===== src/rtl/jt89_wrq.sv =====
// -----------------------------------------------------------------------------
// jt89_wrq : CPU-side write queue in front of the jt89 PSG.
//
// Single-cycle CPU byte writes are buffered in a small FIFO and replayed to the
// PSG as clean wr_n strobes. Each PSG write goes through IDLE -> SETUP ->
// STROBE -> HOLD. This guarantees that wr_n is high for at least one cycle
// before every low phase, so the PSG's falling-edge detector sees every write.
//
// Optional feature macro: JT89_WRQ_GG_STEREO_EN
//   defined   : cpu_sel=1 writes (Game Gear stereo port) are queued in order
//               with PSG writes. When popped they load psg_mux. No strobe is
//               issued for them.
//   undefined : cpu_sel=1 writes are ignored and psg_mux is tied to 8'hFF.
//
// Parameters
//   DEPTH  FIFO entries (power of two, 2..16)
//   PULSE  cycles psg_wr_n is held low per write (>=1)
//   GAP    cycles psg_wr_n is held high after the low phase (>=1)
//
// Ports
//   clk, rst_n           clock, asynchronous active-low reset
//   cpu_we/sel/din       CPU write strobe, port select (0 PSG, 1 stereo), data
//   full, busy, ovf      FIFO full, queue/FSM active, sticky overflow
//   ovf_clr              clears ovf (a new overflow in the same cycle wins)
//   psg_ready            the FSM only pops while this is high
//   psg_din, psg_wr_n    registered data and write strobe to the PSG
//   psg_mux              registered stereo mux value to the PSG
// -----------------------------------------------------------------------------
module jt89_wrq #(
    parameter int DEPTH = 4,
    parameter int PULSE = 2,
    parameter int GAP   = 2
) (
    input  logic       clk,
    input  logic       rst_n,
    input  logic       cpu_we,
    input  logic       cpu_sel,
    input  logic [7:0] cpu_din,
    output logic       full,
    output logic       busy,
    output logic       ovf,
    input  logic       ovf_clr,
    input  logic       psg_ready,
    output logic [7:0] psg_din,
    output logic       psg_wr_n,
    output logic [7:0] psg_mux
);

    localparam int PW   = $clog2(DEPTH);
    localparam int CNTW = $clog2(DEPTH + 1);
    localparam int TMAX = (PULSE > GAP) ? PULSE : GAP;
    localparam int TW   = $clog2(TMAX + 1);

    localparam logic [CNTW-1:0] COUNT_FULL = CNTW'(DEPTH);
    localparam logic [TW-1:0]   PULSE_LAST = TW'(PULSE - 1);
    localparam logic [TW-1:0]   GAP_LAST   = TW'(GAP - 1);

    typedef enum logic [1:0] {IDLE, SETUP, STROBE, HOLD} state_t;

    // ---------------------------------------------------------------- FIFO
    logic [8:0]      mem [DEPTH];
    logic [PW-1:0]   wr_ptr_q, wr_ptr_d;
    logic [PW-1:0]   rd_ptr_q, rd_ptr_d;
    logic [CNTW-1:0] count_q, count_d;
    logic            ovf_q, ovf_d;

    logic            accept;
    logic            push;
    logic            pop;
    logic            ovf_set;
    logic [8:0]      head;
    logic            head_sel;
    logic [7:0]      head_data;

    // --------------------------------------------------------------- FSM
    state_t          state_q, state_d;
    logic [TW-1:0]   tmr_q, tmr_d;
    logic [7:0]      psg_din_q, psg_din_d;
    logic            psg_wr_n_q, psg_wr_n_d;

`ifdef JT89_WRQ_GG_STEREO_EN
    logic [7:0]      psg_mux_q, psg_mux_d;
    assign accept = cpu_we;
`else
    // Stereo-port writes are discarded entirely: no push and no overflow.
    assign accept = cpu_we & ~cpu_sel;
`endif

    assign head      = mem[rd_ptr_q];
    assign head_sel  = head[8];
    assign head_data = head[7:0];

    assign full = (count_q == COUNT_FULL);
    assign busy = (count_q != '0) || (state_q != IDLE);
    assign ovf  = ovf_q;

    assign pop = (state_q == IDLE) && (count_q != '0) && psg_ready;
    // A pop in the same cycle frees a slot, so a push while full still fits.
    assign push    = accept && (!full || pop);
    assign ovf_set = accept && full && !pop;

    always_comb begin
        wr_ptr_d = wr_ptr_q;
        rd_ptr_d = rd_ptr_q;
        count_d  = count_q;
        ovf_d    = ovf_q;
        if (push) begin
            wr_ptr_d = wr_ptr_q + PW'(1);
        end
        if (pop) begin
            rd_ptr_d = rd_ptr_q + PW'(1);
        end
        case ({push, pop})
            2'b10:   count_d = count_q + CNTW'(1);
            2'b01:   count_d = count_q - CNTW'(1);
            default: count_d = count_q;
        endcase
        // A new overflow takes priority over a simultaneous clear.
        if (ovf_set) begin
            ovf_d = 1'b1;
        end else if (ovf_clr) begin
            ovf_d = 1'b0;
        end
    end

    // Storage carries no reset: emptiness is tracked by the pointers and the count.
    always_ff @(posedge clk) begin
        if (push) begin
            mem[wr_ptr_q] <= {cpu_sel, cpu_din};
        end
    end

    always_ff @(posedge clk or negedge rst_n) begin
        if (!rst_n) begin
            wr_ptr_q <= '0;
            rd_ptr_q <= '0;
            count_q  <= '0;
            ovf_q    <= 1'b0;
        end else begin
            wr_ptr_q <= wr_ptr_d;
            rd_ptr_q <= rd_ptr_d;
            count_q  <= count_d;
            ovf_q    <= ovf_d;
        end
    end

    // ----------------------------------------------- FSM: state register
    always_ff @(posedge clk or negedge rst_n) begin
        if (!rst_n) begin
            state_q <= IDLE;
            tmr_q   <= '0;
        end else begin
            state_q <= state_d;
            tmr_q   <= tmr_d;
        end
    end

    // ---------------------------------------------- FSM: next-state logic
    always_comb begin
        state_d = state_q;
        tmr_d   = tmr_q;
        case (state_q)
            IDLE: begin
                // Stereo entries are consumed here and keep the FSM in IDLE.
                if (pop && !head_sel) begin
                    state_d = SETUP;
                end
            end
            SETUP: begin
                state_d = STROBE;
                tmr_d   = '0;
            end
            STROBE: begin
                if (tmr_q == PULSE_LAST) begin
                    state_d = HOLD;
                    tmr_d   = '0;
                end else begin
                    tmr_d = tmr_q + TW'(1);
                end
            end
            HOLD: begin
                if (tmr_q == GAP_LAST) begin
                    state_d = IDLE;
                    tmr_d   = '0;
                end else begin
                    tmr_d = tmr_q + TW'(1);
                end
            end
            default: begin
                state_d = IDLE;
                tmr_d   = '0;
            end
        endcase
    end

    // ------------------------------------------------- FSM: output logic
    // The outputs are registered from the next state so that they change
    // together with the state and never glitch.
    always_comb begin
        psg_wr_n_d = (state_d != STROBE);
        psg_din_d  = psg_din_q;
        if (pop && !head_sel) begin
            psg_din_d = head_data;
        end
`ifdef JT89_WRQ_GG_STEREO_EN
        psg_mux_d = psg_mux_q;
        if (pop && head_sel) begin
            psg_mux_d = head_data;
        end
`endif
    end

    always_ff @(posedge clk or negedge rst_n) begin
        if (!rst_n) begin
            psg_din_q  <= 8'h00;
            psg_wr_n_q <= 1'b1;
        end else begin
            psg_din_q  <= psg_din_d;
            psg_wr_n_q <= psg_wr_n_d;
        end
    end

`ifdef JT89_WRQ_GG_STEREO_EN
    always_ff @(posedge clk or negedge rst_n) begin
        if (!rst_n) begin
            psg_mux_q <= 8'hFF;
        end else begin
            psg_mux_q <= psg_mux_d;
        end
    end
    assign psg_mux = psg_mux_q;
`else
    assign psg_mux = 8'hFF;
`endif

    assign psg_din  = psg_din_q;
    assign psg_wr_n = psg_wr_n_q;

endmodule


===== config.mk =====
export PLATFORM = sky130hd
export DESIGN_NAME = jt89_wrq
export DESIGN_NICKNAME = d
export VERILOG_FILES = /design/src/rtl/jt89_wrq.sv
export SDC_FILE = /design/constraint.sdc
export NUM_CORES = 1
export LEC_CHECK = 0
export ABC_AREA = 1
export CORE_MARGIN = 2
export CORE_UTILIZATION = 50
export CTS_CLUSTER_DIAMETER = 50
export CTS_CLUSTER_SIZE = 10
export DETAILED_ROUTE_END_ITERATION = 8
export GPL_TIMING_DRIVEN = 0
export PLACE_DENSITY = 0.7
export SLEW_MARGIN = 30
export SYNTH_ARGS = -nofsm -noshare
export SYNTH_HDL_FRONTEND = slang
export SYNTH_SLANG_ARGS = --single-unit

===== constraint.sdc =====
create_clock -name clk -period 2.2 [get_ports clk]
set_input_delay 0.66 -clock clk [delete_from_list [all_inputs] [get_ports clk]]
set_output_delay 0.66 -clock clk [all_outputs]
set_load 0.005 [all_outputs]

## After elaboration in Yosys (flattened, before gate mapping)

Memory sizes are Yosys's and may differ from the RTL's.
Cells that the tools add are included.

- Bits of input ports: 14
- Memories kept: 1
- Register bits: 21
- Bits in writable memories: 36
- Output and inout port bits: 20
- Logic and storage cells: 53

Memories:

| memory | words | width | rd ports | clocked after Yosys merged registers in | write ports | RTL line | text |
|---|---|---|---|---|---|---|---|
| mem | 4 | 9 | 1 | 0 | 1 | 61 | `logic [8:0] mem [DEPTH];` |

- Mux-type cells: 11
- $add $sub $neg: 5
- Bitwise gates (word level): 2
- Reductions and logical operators: 18
- Equality and inequality tests: 8

Operators by type and width:

| kind | number |
|---|---|
| $mux W2 | 4 |
| $pmux W2 S4 | 1 |
| $reduce_bool A2 Y1 | 4 |
| $add A2 B1 Y2 const B | 3 |
| $eq A2 B1 Y1 const B | 3 |
| $eq A2 B2 Y1 const B | 3 |
| $logic_and A1 B1 Y1 | 6 |
| $pmux W3 S2 | 1 |
| $mux W1 | 4 |
| $pmux W2 S2 | 1 |
| $add A3 B1 Y3 const B | 1 |
| $eq A3 B3 Y1 const B | 1 |
| $logic_not A1 Y1 | 3 |
| $reduce_bool A3 Y1 | 1 |
| $sub A3 B1 Y3 const B | 1 |
| $logic_not A2 Y1 | 1 |
| $logic_or A1 B1 Y1 | 2 |
| $ne A2 B2 Y1 const B | 1 |
| $reduce_or A2 Y1 | 1 |
| $and A1 B1 Y1 | 1 |
| $not A1 Y1 | 1 |

## Logic depth before layout (Yosys ltp)

- Word-level depth: 7
- Mapped depth: 11
- Gate-level depth less buffers: 11

## Worst setup path after synthesis

Ideal clock, no wire load.

- Path kind: input to register
- Start: in psg_ready
- End: reg count_q[2]
- Data required time: 2.121 ns
- Arrival time: 2.002 ns
- Stages: 9
- Buffers on the path: 0
- Setup time: 0.079 ns
- Path slack: 0.118 ns
- Cells stage by stage: nand2_4 > nand2_1 > nand2_2 > ha_1 > inv_1 > fa_1 > or2_2 > nand2_1 > xor2_1

- Cells in the longest elaborated chain, start to end: 5
- Elaborated cells on any way between the ends: 7
- Those cells by class: eq/ne (2); mux (1); reduce/logical (4)

Ends and longest elaborated chain:

| what | RTL line | text |
|---|---|---|
| from (decl) | 43 | `input logic psg_ready,` |
| $logic_and A1 B1 Y1 * | 97 | `assign pop = (state_q == IDLE) && (count_q != '0) && psg_ready;` |
| $logic_or A1 B1 Y1 | 99 | `assign push = accept && (!full \|\| pop);` |
| $logic_and A1 B1 Y1 | 99 |  |
| $eq A2 B1 Y1 or $eq A2 B2 Y1 (tied branches) | 113 | `case ({push, pop})` |
| $pmux W3 S2 or $reduce_bool A2 Y1 (tied branches) | - |  |
| to (signal assigned) | 142 | `count_q <= count_d;` |
| to (decl) | 64 | `logic [CNTW-1:0] count_q, count_d;` |

Mark *: on every way between the ends. The rest lies on a longest branch, timed or not.
A chain may end at the register's enable or synchronous reset.

## Worst setup path in the final report

- Start: in cpu_we
- End: reg count_q[2]

- Cells in the longest elaborated chain, start to end: 4
- Elaborated cells on any way between the ends: 6
- Those cells by class: eq/ne (2); mux (1); bitwise (1); reduce/logical (2)

Ends and longest elaborated chain:

| what | RTL line | text |
|---|---|---|
| from (decl) | 36 | `input logic cpu_we,` |
| $and A1 B1 Y1 * | 86 | `assign accept = cpu_we & ~cpu_sel;` |
| $logic_and A1 B1 Y1 * | 99 |  |
| $eq A2 B1 Y1 or $eq A2 B2 Y1 (tied branches) | 113 |  |
| $pmux W3 S2 or $reduce_bool A2 Y1 (tied branches) | - |  |

Marks and branches as above.

==> impl_metrics.tcl <==
set metrics [dict create \
    final_core_util_pct 64.7 \
    antenna_found_initial 0 \
    fmax_mhz 465 \
    nFillCells 436 \
    fp.coreArea_sq_mm 0.00507 \
    numCtsBuffers 9 \
    grt_util_met3_pct 4.74 \
    final_nets 329 \
    htreeDepth 3 \
    ys_async_sr_fraction_pct 36.8 \
    die_h_um 76.2 \
    drt-initial-drc-count 115 \
    root_buffer "clkbuf_8" \
    finalNonFillerCells 384 \
    cp-start-kind "input port" \
    setup_viol 0 \
    drtAntennaViolNets 0 \
    io_pins 34 \
    dp.final_hpwl_mm 3.09 \
    fin_tns_setup_ns 0 \
    cts.path.max_buffers 2 \
    cap_viol_max_count 0 \
    start_util_pct 51.4 \
    drive_gt1_share_pct 17.8 \
    required_ns 2.45 \
    grt_util_met2_pct 32.8 \
    powerDensity_mw_per_mm2 1260 \
    detail_route.wl_per_cell_um 13.0 \
    ys_seq_elements 57 \
    rows 26 \
    critPathMaxFanout 4 \
    postPlaceCellArea_sq_mm 0.00297 \
    dr.pass1.iters 4 \
    synthesis.area_sq_mm 0.00261 \
    clock_latency_ns 0.33 \
    grt_max_degree 22 \
    grt_use_met1_pct 23.4 \
    cellLeakagePower_uw 0.00153 \
    path_class "in -> reg" \
    design_power_total_uw 4140 \
    gr-max-usage-layer "met2" \
    grt_overflow 0 \
    crit_arrival_ns 2.40 \
    outcome "finished, final reports clean" \
    antennaDiodeCount 0 \
    synth_ff_type "edfxtp_1" \
    worst_setup_path_end_kind "register" \
    dieWidth_um 76.2 \
    max_slew.worst_pin.slew_ns 0.545 \
    slew_headroom_pct 63.6 \
    vdd_drop_max_uv 886 \
    ys_types 24 \
    cts_num_sinks 57 \
    slew_violations 0 \
    portBuffers 25 \
    r2r_start "count_q[1]" \
    routed_wl_mm 5.00 \
    syn_area_per_cell_sq_um 10.1 \
    worstRegToRegCells 11 \
    hold_viol_final 0 \
    grt_pass1_wl_mm 8.48 \
    grt_use_total_pct 19.2 \
    period_needed_ns 2.15 \
    via_per_inst 4.62 \
    grt_pass1_vias 1790 \
    hp-class "in -> async" \
    dp.cells 361 \
    ys_warn_count 0 \
    fin_skew_ns 0.00934 \
    period_share_pct 97.8 \
    dieArea_sq_mm 0.00581 \
    cts_tree "done" \
    synth_edf_count 36 \
    area_growth_pct 25.9 \
    r2r_end "count_q[2]" \
    rsz0062_at_grt "true" \
    syn_inst 259 \
    place_congestion 0.769 \
    final_cell_area_sq_mm 0.00328 \
    rrSetupSlack_ns 0.16 \
    ys_seq_area_share_pct 61.6 \
    clk_pin_slew_ns 0.07 \
    drc_errors 0 \
    vias 1773 \
]
-- report_power, final --
part           internal [uW]  switching (uW)
Clock                    696             419
Sequential              1390             139
Combinational            613             881
Total                   2700            1440
-- layout by cell type, fill, tap and decap left out, types with 3 or more instances in the layout --
master	netlist	layout
dlygate4sd2_1	0	3
inv_1	46	46
nand2_4	3	5
conb_1	1	8
clkbuf_8	0	11
edfxtp_1	36	36
nor2_2	0	3
o21ai_0	5	5
ha_1	5	5
buf_4	10	17
nand2_1	73	72
clkdlybuf4s50_1	0	20
nand3_1	33	33
dfrtp_1	20	20
buf_2	2	3
nor2_4	3	5
inv_2	3	3
-- timing repair --
item | in CTS | in global routing
setup endpoints to repair | 31 | 21
pin swaps | 3 | 1
resized for setup | 8 | 5
buffers inserted | 4 | 3
hold buffers | 0 | 0
-- worst max-delay path: stages --
cell and delay, ns:
clkdlybuf4s50_1 0.40, inv_1 0.08, nor2_2 0.07, nand2_4 0.07, ha_1 0.14, inv_1 0.06, fa_1 0.37, or2_2 0.31
nand2_1 0.08, xor2_1 0.16
-- cell usage after synthesis, types with 2 or more instances --
cell type,instances,area (sq um)
nand3_1,33,165
o21ai_0,5,25.0
dfrtp_1,20,500
nand2_2,2,12.5
xor2_1,2,17.5
ha_1,5,62.6
edfxtp_1,36,1080
nand2_4,3,33.8
nand2_1,73,274
buf_4,10,75.1
inv_2,3,11.3
nor2_1,6,22.5
inv_1,46,173
buf_2,2,10.0
nor2_4,3,33.8
xnor2_1,2,17.5
-- per-stage QoR --
stage	hold slack (ns)	setup WS [ns]
6_report	0.292	0.0480
3_5_place_dp	0.459	-0.603
4_1_cts	0.303	-0.105
3_3_place_gp	0.456	-0.635
5_1_grt	0.331	-0.0586
2_1_floorplan	0.364	0.118
-- metal layers --
| layer | share of wire, % | vias up | routed length, um |
|---|---|---|---|
| met4 | 1.5 | 0 | 74 |
| li1 | - | 897 | - |
| met3 | 6.3 | 8 | 314 |
| met2 | 51 | 56 | 2550 |
| met1 | 41 | 812 | 2070 |
| met5 | 0 | - | 0 |
-- cell type report --
class / instances / area [sq um] / area share [%]
Sequential cell: 57 / 1610 / 49.0
Multi-Input combinational cell: 148 / 793 / 24.2
Timing Repair Buffer: 32 / 297 / 9.03
Inverter: 49 / 184 / 5.60
Clock buffer: 11 / 151 / 4.61
Tap cell: 70 / 87.6 / 2.67
Buffer: 12 / 85.1 / 2.59
Clock inverter: 5 / 77.6 / 2.36
-- state kept, by name, summed over array words and instances (netlist names) --
| signal | flops |
|---|---|
| ovf | 1 |
| wr_ptr_q | 2 |
| psg_wr_n | 1 |
| rd_ptr_q | 2 |
| tmr_q | 2 |
| count_q | 3 |
| mem | 36 |
| psg_din | 8 |
| state_q | 2 |
-- how the worst max path moves through the flow --
stage / from / cells past startpoint / endpoint / slack [ns]
finish: cpu_we / 10 / count_q[2] / 0.05
global placement: cpu_sel / 4 / mem[0][4] / -0.63
CTS: cpu_we / 5 / mem[3][0] / -0.10
detailed placement: cpu_sel / 4 / mem[1][4] / -0.60
global route: cpu_we / 10 / count_q[2] / -0.06
floorplan: psg_ready / 9 / count_q[2] / 0.12
-- kinds of logic after synthesis --
family                   count (synthesis)  share of synthesized area (%)
AO/OA/AOI/OAI                            8                           1.63
XOR/XNOR                                 4                           1.34
adder cells (fa/ha/maj)                  6                           3.17
buffers and inverters                   61                           10.3
flip-flops                              57                           61.6
other                                    1                          0.144
AND/OR/NAND/NOR                        122                           21.8
Power figures use the tool's default switching activity.
